`src/rtl/cmp_pkg.sv`:
```
// Shared definitions for the iterative comparator: operation codes,
// controller states and the (oper, eq, lt) -> result mapping.
package cmp_pkg;

  // Operation encodings presented on the oper input
  localparam logic [2:0] OP_EQ = 3'b000;
  localparam logic [2:0] OP_NE = 3'b001;
  localparam logic [2:0] OP_LT = 3'b010;
  localparam logic [2:0] OP_LE = 3'b011;
  localparam logic [2:0] OP_GT = 3'b100;
  localparam logic [2:0] OP_GE = 3'b101;

  // Controller states
  typedef enum logic [1:0] {
    IDLE = 2'd0,
    RUN  = 2'd1,
    DONE = 2'd2
  } state_t;

  // Codes above OP_GE (110, 111) have no defined meaning
  function automatic logic op_illegal(input logic [2:0] op);
    return (op > OP_GE);
  endfunction

  // Collapse the equality/less-than pair into the requested outcome;
  // illegal codes yield 0
  function automatic logic map_result(input logic [2:0] op,
                                      input logic       is_eq,
                                      input logic       is_lt);
    logic r;
    case (op)
      OP_EQ:   r = is_eq;
      OP_NE:   r = ~is_eq;
      OP_LT:   r = is_lt;
      OP_LE:   r = is_lt | is_eq;
      OP_GT:   r = ~is_lt & ~is_eq;
      OP_GE:   r = ~is_lt;
      default: r = 1'b0;
    endcase
    return r;
  endfunction

endpackage

```
`src/rtl/chunk_cmp.sv`:
```
// Combinational unsigned compare of one CHUNK-bit slice of each operand.
module chunk_cmp
  import cmp_pkg::*;
#(
  parameter int CHUNK = 8
) (
  input  logic [CHUNK-1:0] a,
  input  logic [CHUNK-1:0] b,
  output logic             c_eq,
  output logic             c_lt
);

  assign c_eq = (a == b);
  assign c_lt = (a < b);

endmodule

```
`src/rtl/iter_compare_unit.sv`:
```
// Multi-cycle magnitude/equality comparator. Walks the operands MSB chunk
// first, CHUNK bits per cycle, with optional exit on the first differing
// chunk. Signed compares are handled by flipping the operand sign bits on
// capture, which turns a two's-complement order into an unsigned one.
module iter_compare_unit
  import cmp_pkg::*;
#(
  parameter int WIDTH      = 32,
  parameter int CHUNK      = 8,
  parameter bit EARLY_EXIT = 1'b1
) (
  input  logic             clk,
  input  logic             rst_n,
  input  logic             in_valid,
  output logic             in_ready,
  input  logic [WIDTH-1:0] a,
  input  logic [WIDTH-1:0] b,
  input  logic [2:0]       oper,
  input  logic             is_signed,
  output logic             out_valid,
  input  logic             out_ready,
  output logic             result,
  output logic             eq,
  output logic             lt,
  output logic             bad_op
);

  localparam int SAFE_CHUNK = (CHUNK > 0) ? CHUNK : 1;
  localparam int NCHUNK     = WIDTH / SAFE_CHUNK;
  localparam int IDX_W      = (NCHUNK > 1) ? $clog2(NCHUNK) : 1;
  localparam logic [IDX_W-1:0] IDX_TOP = IDX_W'(NCHUNK - 1);

  // Reject configurations where the operand does not split into whole chunks
  if ((CHUNK < 1) || ((WIDTH % SAFE_CHUNK) != 0)) begin : g_bad_cfg
    $error("iter_compare_unit: WIDTH must be a positive multiple of CHUNK");
  end

  state_t           state;
  logic [WIDTH-1:0] a_q;
  logic [WIDTH-1:0] b_q;
  logic [2:0]       oper_q;
  logic [IDX_W-1:0] idx;
  logic             eq_acc;
  logic             lt_acc;

  logic [WIDTH-1:0] sign_mask;
  logic             accept;

  logic [CHUNK-1:0] a_chunk [NCHUNK];
  logic [CHUNK-1:0] b_chunk [NCHUNK];
  logic [CHUNK-1:0] sel_a;
  logic [CHUNK-1:0] sel_b;
  logic             c_eq;
  logic             c_lt;

  logic             eq_next;
  logic             lt_next;
  logic             last;

  assign accept = (state == IDLE) && in_valid && in_ready;

  // Sign-bit flip applied on capture when a two's-complement compare is asked
  always_comb begin
    sign_mask            = '0;
    sign_mask[WIDTH-1]   = is_signed;
  end

  // Capture operands and op on acceptance; later input changes are ignored
  always_ff @(posedge clk) begin
    if (accept) begin
      a_q    <= a ^ sign_mask;
      b_q    <= b ^ sign_mask;
      oper_q <= oper;
    end
  end

  // Slice the captured operands into chunk arrays for the idx mux
  for (genvar g = 0; g < NCHUNK; g++) begin : g_slice
    assign a_chunk[g] = a_q[g*CHUNK +: CHUNK];
    assign b_chunk[g] = b_q[g*CHUNK +: CHUNK];
  end

  assign sel_a = a_chunk[idx];
  assign sel_b = b_chunk[idx];

  chunk_cmp #(
    .CHUNK (CHUNK)
  ) u_chunk_cmp (
    .a    (sel_a),
    .b    (sel_b),
    .c_eq (c_eq),
    .c_lt (c_lt)
  );

  // Fold the current chunk into the accumulators; once a difference has been
  // seen, lower chunks no longer influence the outcome
  always_comb begin
    eq_next = eq_acc & c_eq;
    lt_next = eq_acc ? c_lt : lt_acc;
    last    = (idx == '0) || (EARLY_EXIT && eq_acc && !c_eq);
  end

  // Controller: accept in IDLE, iterate chunks in RUN, hold result in DONE
  always_ff @(posedge clk or negedge rst_n) begin
    if (!rst_n) begin
      state     <= IDLE;
      in_ready  <= 1'b0;
      out_valid <= 1'b0;
      result    <= 1'b0;
      eq        <= 1'b0;
      lt        <= 1'b0;
      bad_op    <= 1'b0;
      idx       <= '0;
      eq_acc    <= 1'b1;
      lt_acc    <= 1'b0;
    end else begin
      case (state)
        IDLE: begin
          if (accept) begin
            state    <= RUN;
            in_ready <= 1'b0;
            idx      <= IDX_TOP;
            eq_acc   <= 1'b1;
            lt_acc   <= 1'b0;
          end else begin
            in_ready <= 1'b1;
          end
        end
        RUN: begin
          eq_acc <= eq_next;
          lt_acc <= lt_next;
          if (last) begin
            state     <= DONE;
            out_valid <= 1'b1;
            eq        <= eq_next;
            lt        <= lt_next;
            bad_op    <= op_illegal(oper_q);
            result    <= op_illegal(oper_q) ? 1'b0
                                            : map_result(oper_q, eq_next, lt_next);
          end else begin
            idx <= idx - 1'b1;
          end
        end
        DONE: begin
          if (out_ready) begin
            state     <= IDLE;
            out_valid <= 1'b0;
            in_ready  <= 1'b1;
          end
        end
        default: begin
          state     <= IDLE;
          out_valid <= 1'b0;
          in_ready  <= 1'b0;
        end
      endcase
    end
  end

endmodule

```
`config.mk`:
```
export PLATFORM = sky130hd
export DESIGN_NAME = iter_compare_unit
export DESIGN_NICKNAME = d
export VERILOG_FILES = /design/src/rtl/cmp_pkg.sv /design/src/rtl/chunk_cmp.sv /design/src/rtl/iter_compare_unit.sv
export SDC_FILE = /design/constraint.sdc
export NUM_CORES = 1
export LEC_CHECK = 0
export ABC_CLOCK_PERIOD_IN_PS = 11500
export CAP_MARGIN = 10
export CORE_UTILIZATION = 50
export CTS_CLUSTER_DIAMETER = 100
export DETAILED_ROUTE_END_ITERATION = 8
export HOLD_SLACK_MARGIN = 0.08
export PLACE_DENSITY = 0.89
export RECOVER_POWER = 100
export SETUP_SLACK_MARGIN = 0.1
export SLEW_MARGIN = 20
export SYNTH_ARGS = -nofsm -noshare
export SYNTH_HDL_FRONTEND = slang
export SYNTH_SLANG_ARGS = --single-unit
```
`constraint.sdc`:
```
create_clock -name clk -period 11.5 [get_ports clk]
set_input_delay 1.725 -clock clk [delete_from_list [all_inputs] [get_ports clk]]
set_output_delay 1.725 -clock clk [all_outputs]
set_load 0.01 [all_outputs]
```
After elaboration in Yosys (flattened, before gate mapping):

Index checks and enable logic that the tools add are counted.

* input port bits: 72
* logic and storage cells: 80
* register bits after elaboration: 79

* bitwise logic cells: 10
* mux-type cells: 26
* reductions and logical operators: 15
* eq/ne operators: 12
* order comparisons: 3
* add/subtract/negate cells: 1

Operators with widths (count)
* XOR 32 bit: 2
* binary-select mux 8 bit (select 2 bit): 2
* two-way mux 8 bit: 4
* two-way mux 2 bit: 5
* AND reduction 3 bit: 3
* == test 8 bit: 1
* < comparator 8 bit: 1
* two-way mux 1 bit: 8
* != test 2 bit (second input constant): 4
* == test 3 x 2 -> 1 bit (second input constant): 2
* == test 3 bit (second input constant): 2
* case mux 1 bit (3 select lines): 2
* case mux 1 bit (6 select lines): 1
* case mux 2 bit (3 select lines): 1
* AND reduction 2 bit: 3
* logical NOT 2 bit: 2
* inverter 1 bit: 4
* case mux 1 bit (2 select lines): 2
* case mux 2 bit (2 select lines): 1
* == test 3 x 1 -> 1 bit (second input constant): 1
* >= comparator 3 bit (second input constant): 1
* greater-than comparator 3 bit (second input constant): 1
* logical AND 1 bit: 3
* logical NOT 3 bit: 1
* 9 further kinds: 10

Longest topological paths before layout:

* word-level depth: 10
* mapped depth: 9

Modules after synthesis:

A second synthesis with hierarchy kept.

* cell total of the unflattened synthesis: 172
* area total of the unflattened synthesis: 3250.6 sq um

By module, submodules not included
* iter_compare_unit: cells each 145, sequential area each 2313.5 sq um, area an instance 3047.9 sq um, instances 1
* chunk_cmp: cells each 27, sequential area each 0.0 sq um, area an instance 202.7 sq um, instances 1

Worst setup path before layout:

OpenSTA, ideal clock, no wires.

* path type: input-to-reg
* start point: in in_valid
* end point: reg lt_acc
* path slack: 4115 ps
* arrival time: 7016 ps
* stages on the path: 3
* path buffers: 0
* library setup time: 370 ps
* required time: 11130 ps
* path through: nand2_1 > nor3_1 > o21ai_0

* longest elaborated chain between the ends: 4

RTL lines
* start: declaration: line iter_compare_unit.sv:14 `input logic in_valid,`
* logical AND 1 bit (2 in series): line iter_compare_unit.sv:60 `assign accept = (state == IDLE) && in_valid && in_ready;`
* net accept: line iter_compare_unit.sv:47 `logic accept;`
* != test 2 bit (no line)
* AND reduction 2 bit (no line)
* end signal: assignment: line iter_compare_unit.sv:131 `lt_acc <= lt_next;`
* end: declaration: line iter_compare_unit.sv:44 `logic lt_acc;`

The timed path passes the listed nets, and every way through them passes these cells.
A chain may end at the register's enable or synchronous reset.

Worst setup path in the final report:

Ends and elaborated chain as after synthesis.

==> impl_metrics.json <==
{
  "fmaxAchievable_mhz": 183,
  "grt_start_max_net_pins": 74,
  "netlist_area_mm2": 0.00324,
  "clockBufferDepth": 2,
  "worstSetupEndpointType": "register",
  "grt_pass1_vias": 1917,
  "slowest_delay_ns": 2.61,
  "ant_nets": 0,
  "wl_mm": 5.93,
  "dieArea_mm2": 0.00680,
  "async_reset_ff_share_pct": 15.2,
  "clkLatencyLatePin_ns": 0.35,
  "crit_path_start_kind": "primary input",
  "cts_tree": "done",
  "ys_warn_count": 0,
  "cts_root_buf": "clkbuf_8",
  "synth_edf_count": 67,
  "wl_per_cell_um": 17.2,
  "slowest_stage": "clkbuf_1",
  "crit_type": "primary input to register",
  "ys_types": 34,
  "drt_iter0_markers": 117,
  "final-max-slew-violation-count": 74,
  "tightest_slew_ns": 3.70,
  "portBuffers": 77,
  "row_count": 28,
  "cp_cell_sequence": "dlygate4sd3_1 -> nand2_1 -> nor3_1 -> clkbuf_1 -> o21ai_0",
  "p_leak_nw": 1.61,
  "cts_resized": 0,
  "dr.pass1.iters": 4,
  "min_path_type": "register to register",
  "rsz0062_at_grt": "no",
  "insertedDiodeCount": 0,
  "htreeDepth": 3,
  "drive_above_1_share_pct": 13.4,
  "finalSetupTns_ns": 0,
  "synthToLayoutAreaGrowth_pct": 32.6,
  "crit_arrival_ns": 5.53,
  "period_share_pct": 47.5,
  "die-height_um": 82.5,
  "grt_pass1_wl_mm": 9.11,
  "ys_ff_latch": 79,
  "place_hpwl_mm": 3.96,
  "grt_use_total_pct": 19.7,
  "numCtsBuffers": 9,
  "gp_congestion": 0.734,
  "clk_pin_slew_worst_paths_ns": 0.08,
  "synth_area_per_cell_um2": 18.1,
  "hold_slack_ns": 0.473,
  "drc": 0,
  "synth-main-ff-cell": "edfxtp_1",
  "cts_setup_buffers": 0,
  "nets": 345,
  "syn_inst": 179,
  "syn_nets": 260,
  "vias": 1850,
  "required_ns": 11.57,
  "cap_violations": 1,
  "pwr_density_cell_mw_per_mm2": 215,
  "viasPerCell": 5.38,
  "antenna_found_initial": 0,
  "io_pins": 78,
  "peakVddDrop_mv": 0.170,
  "final_common_cell": "dlygate4sd3_1",
  "violations": "capacitance limit, slew limit",
  "ys_seq_area_share_pct": 71.5,
  "finalClockSkew_ns": 0.00649,
  "fin_crit_ns": 5.46,
  "cp_max_fo": 73,
  "die_w_um": 82.5,
  "mostFrequentLayoutCells": "74 x dlygate4sd3_1, 67 x edfxtp_1, 16 x mux4_2, 16 x inv_1, 11 x dfrtp_1",
  "cts_hold_buf": 0,
  "status": "finished with violations",
  "relSlewSlack_pct": -147,
  "finalHoldViolations": 0,
  "initial_core_util_pct": 53.1,
  "cts.sinks": 79,
  "coreArea_mm2": 0.00610,
  "grt.overflow.total": 0,
  "setup_viol": 0
}
cell families (layout without fill, tap and decap cells):
group                    Yosys count  count (layout)  synth area share, %
buffers and inverters             20             110                 2.51
AO/OA/AOI/OAI                     25              25                 5.53
adder cells (fa/ha/maj)            9               9                 3.48
flip-flops                        79              79                 71.5
XOR/XNOR                           3               3                0.812
multiplexers                      17              17                 11.4
AND/OR/NAND/NOR                   26              26                 4.75
final timing paths:
path	start	endpoint	slack (ns)	cells past startpoint
min in group asynchronous	rst_n	out_valid	1.80	1
min reg2reg	out_valid	out_valid	0.47	1
max reg2reg	state[1]	lt_acc	7.51	3
max in group asynchronous	rst_n	eq_acc	9.33	1
max	in_valid	lt_acc	6.04	5
min	out_valid	out_valid	0.47	1
stage by stage:
step | power, W | area, µm² | worst slack, ns | cells | util [%]
finish | 0.000921 | 4290 | 6.04 | 344 | 70.4
global route | 0.000976 | 4290 | 5.68 | 344 | 70.4
CTS | 0.000938 | 4310 | 8.36 | 344 | 70.8
detailed placement | 0.000707 | 4090 | 7.99 | 328 | 67.2
global placement | 0.000694 | 4090 | 8.07 | 328 | 67.1
floorplan | 0.000625 | 3240 | 4.11 | 179 | -
critical path, delay by kind of cell:
kind | cells | cell delay, ns
and+or+nand+nor | 2 | 0.23
buffers and inverters | 2 | 3.14
AOI/OAI and AO/OA | 1 | 0.39
sequential cells by signal, indices dropped and copies added (netlist names), 2 cells and up:
name	cells
a_q	32
oper_q	3
b_q	32
idx	2
state	2
cell type report:
type | count | area [µm²]
Sequential cell | 79 | 2310
Fill cell | 419 | 1800
Multi-Input combinational cell | 80 | 832
Timing Repair Buffer | 78 | 774
Clock buffer | 10 | 128
Tap cell | 75 | 93.8
Clock inverter | 6 | 91.3
Inverter | 16 | 60.1
synth_stat cells (all sizes together), types with 2 or more instances:
master | instances | area (µm²)
dfrtp | 11 | 275
nor2 | 3 | 11.3
inv | 16 | 60.1
o211ai | 3 | 22.5
xor2 | 3 | 26.3
ha | 9 | 113
a21o | 3 | 22.5
nand2 | 6 | 22.5
edfxtp | 67 | 2010
a221o | 2 | 20.0
nor3 | 3 | 15.0
buf | 3 | 17.5
mux4 | 16 | 360
a21oi | 6 | 33.8
nand2b | 4 | 25.0
o21ai | 6 | 30.0
nand3 | 2 | 10.0
nand4 | 3 | 25.0
metal layers:
| metal | share of wire [%] | global-route usage (%) | up-vias |
|---|---|---|---|
| met1 | 41 | 23.4 | 886 |
| met4 | 1.7 | 8.07 | 0 |
| met2 | 51 | 32.4 | 79 |
| met3 | 6.4 | 7.47 | 11 |
| met5 | 0 | 0 | - |
| li1 | - | - | 874 |
report_power, final:
group / switching, W / internal, W / leakage (nW)
registers: 0.0000451 / 0.000407 / 0.764
logic: 0.000120 / 0.000125 / 0.732
clock network: 0.000101 / 0.000124 / 0.111
total: 0.000266 / 0.000655 / 1.61
Note: power is estimated with default switching activity, not from simulation.
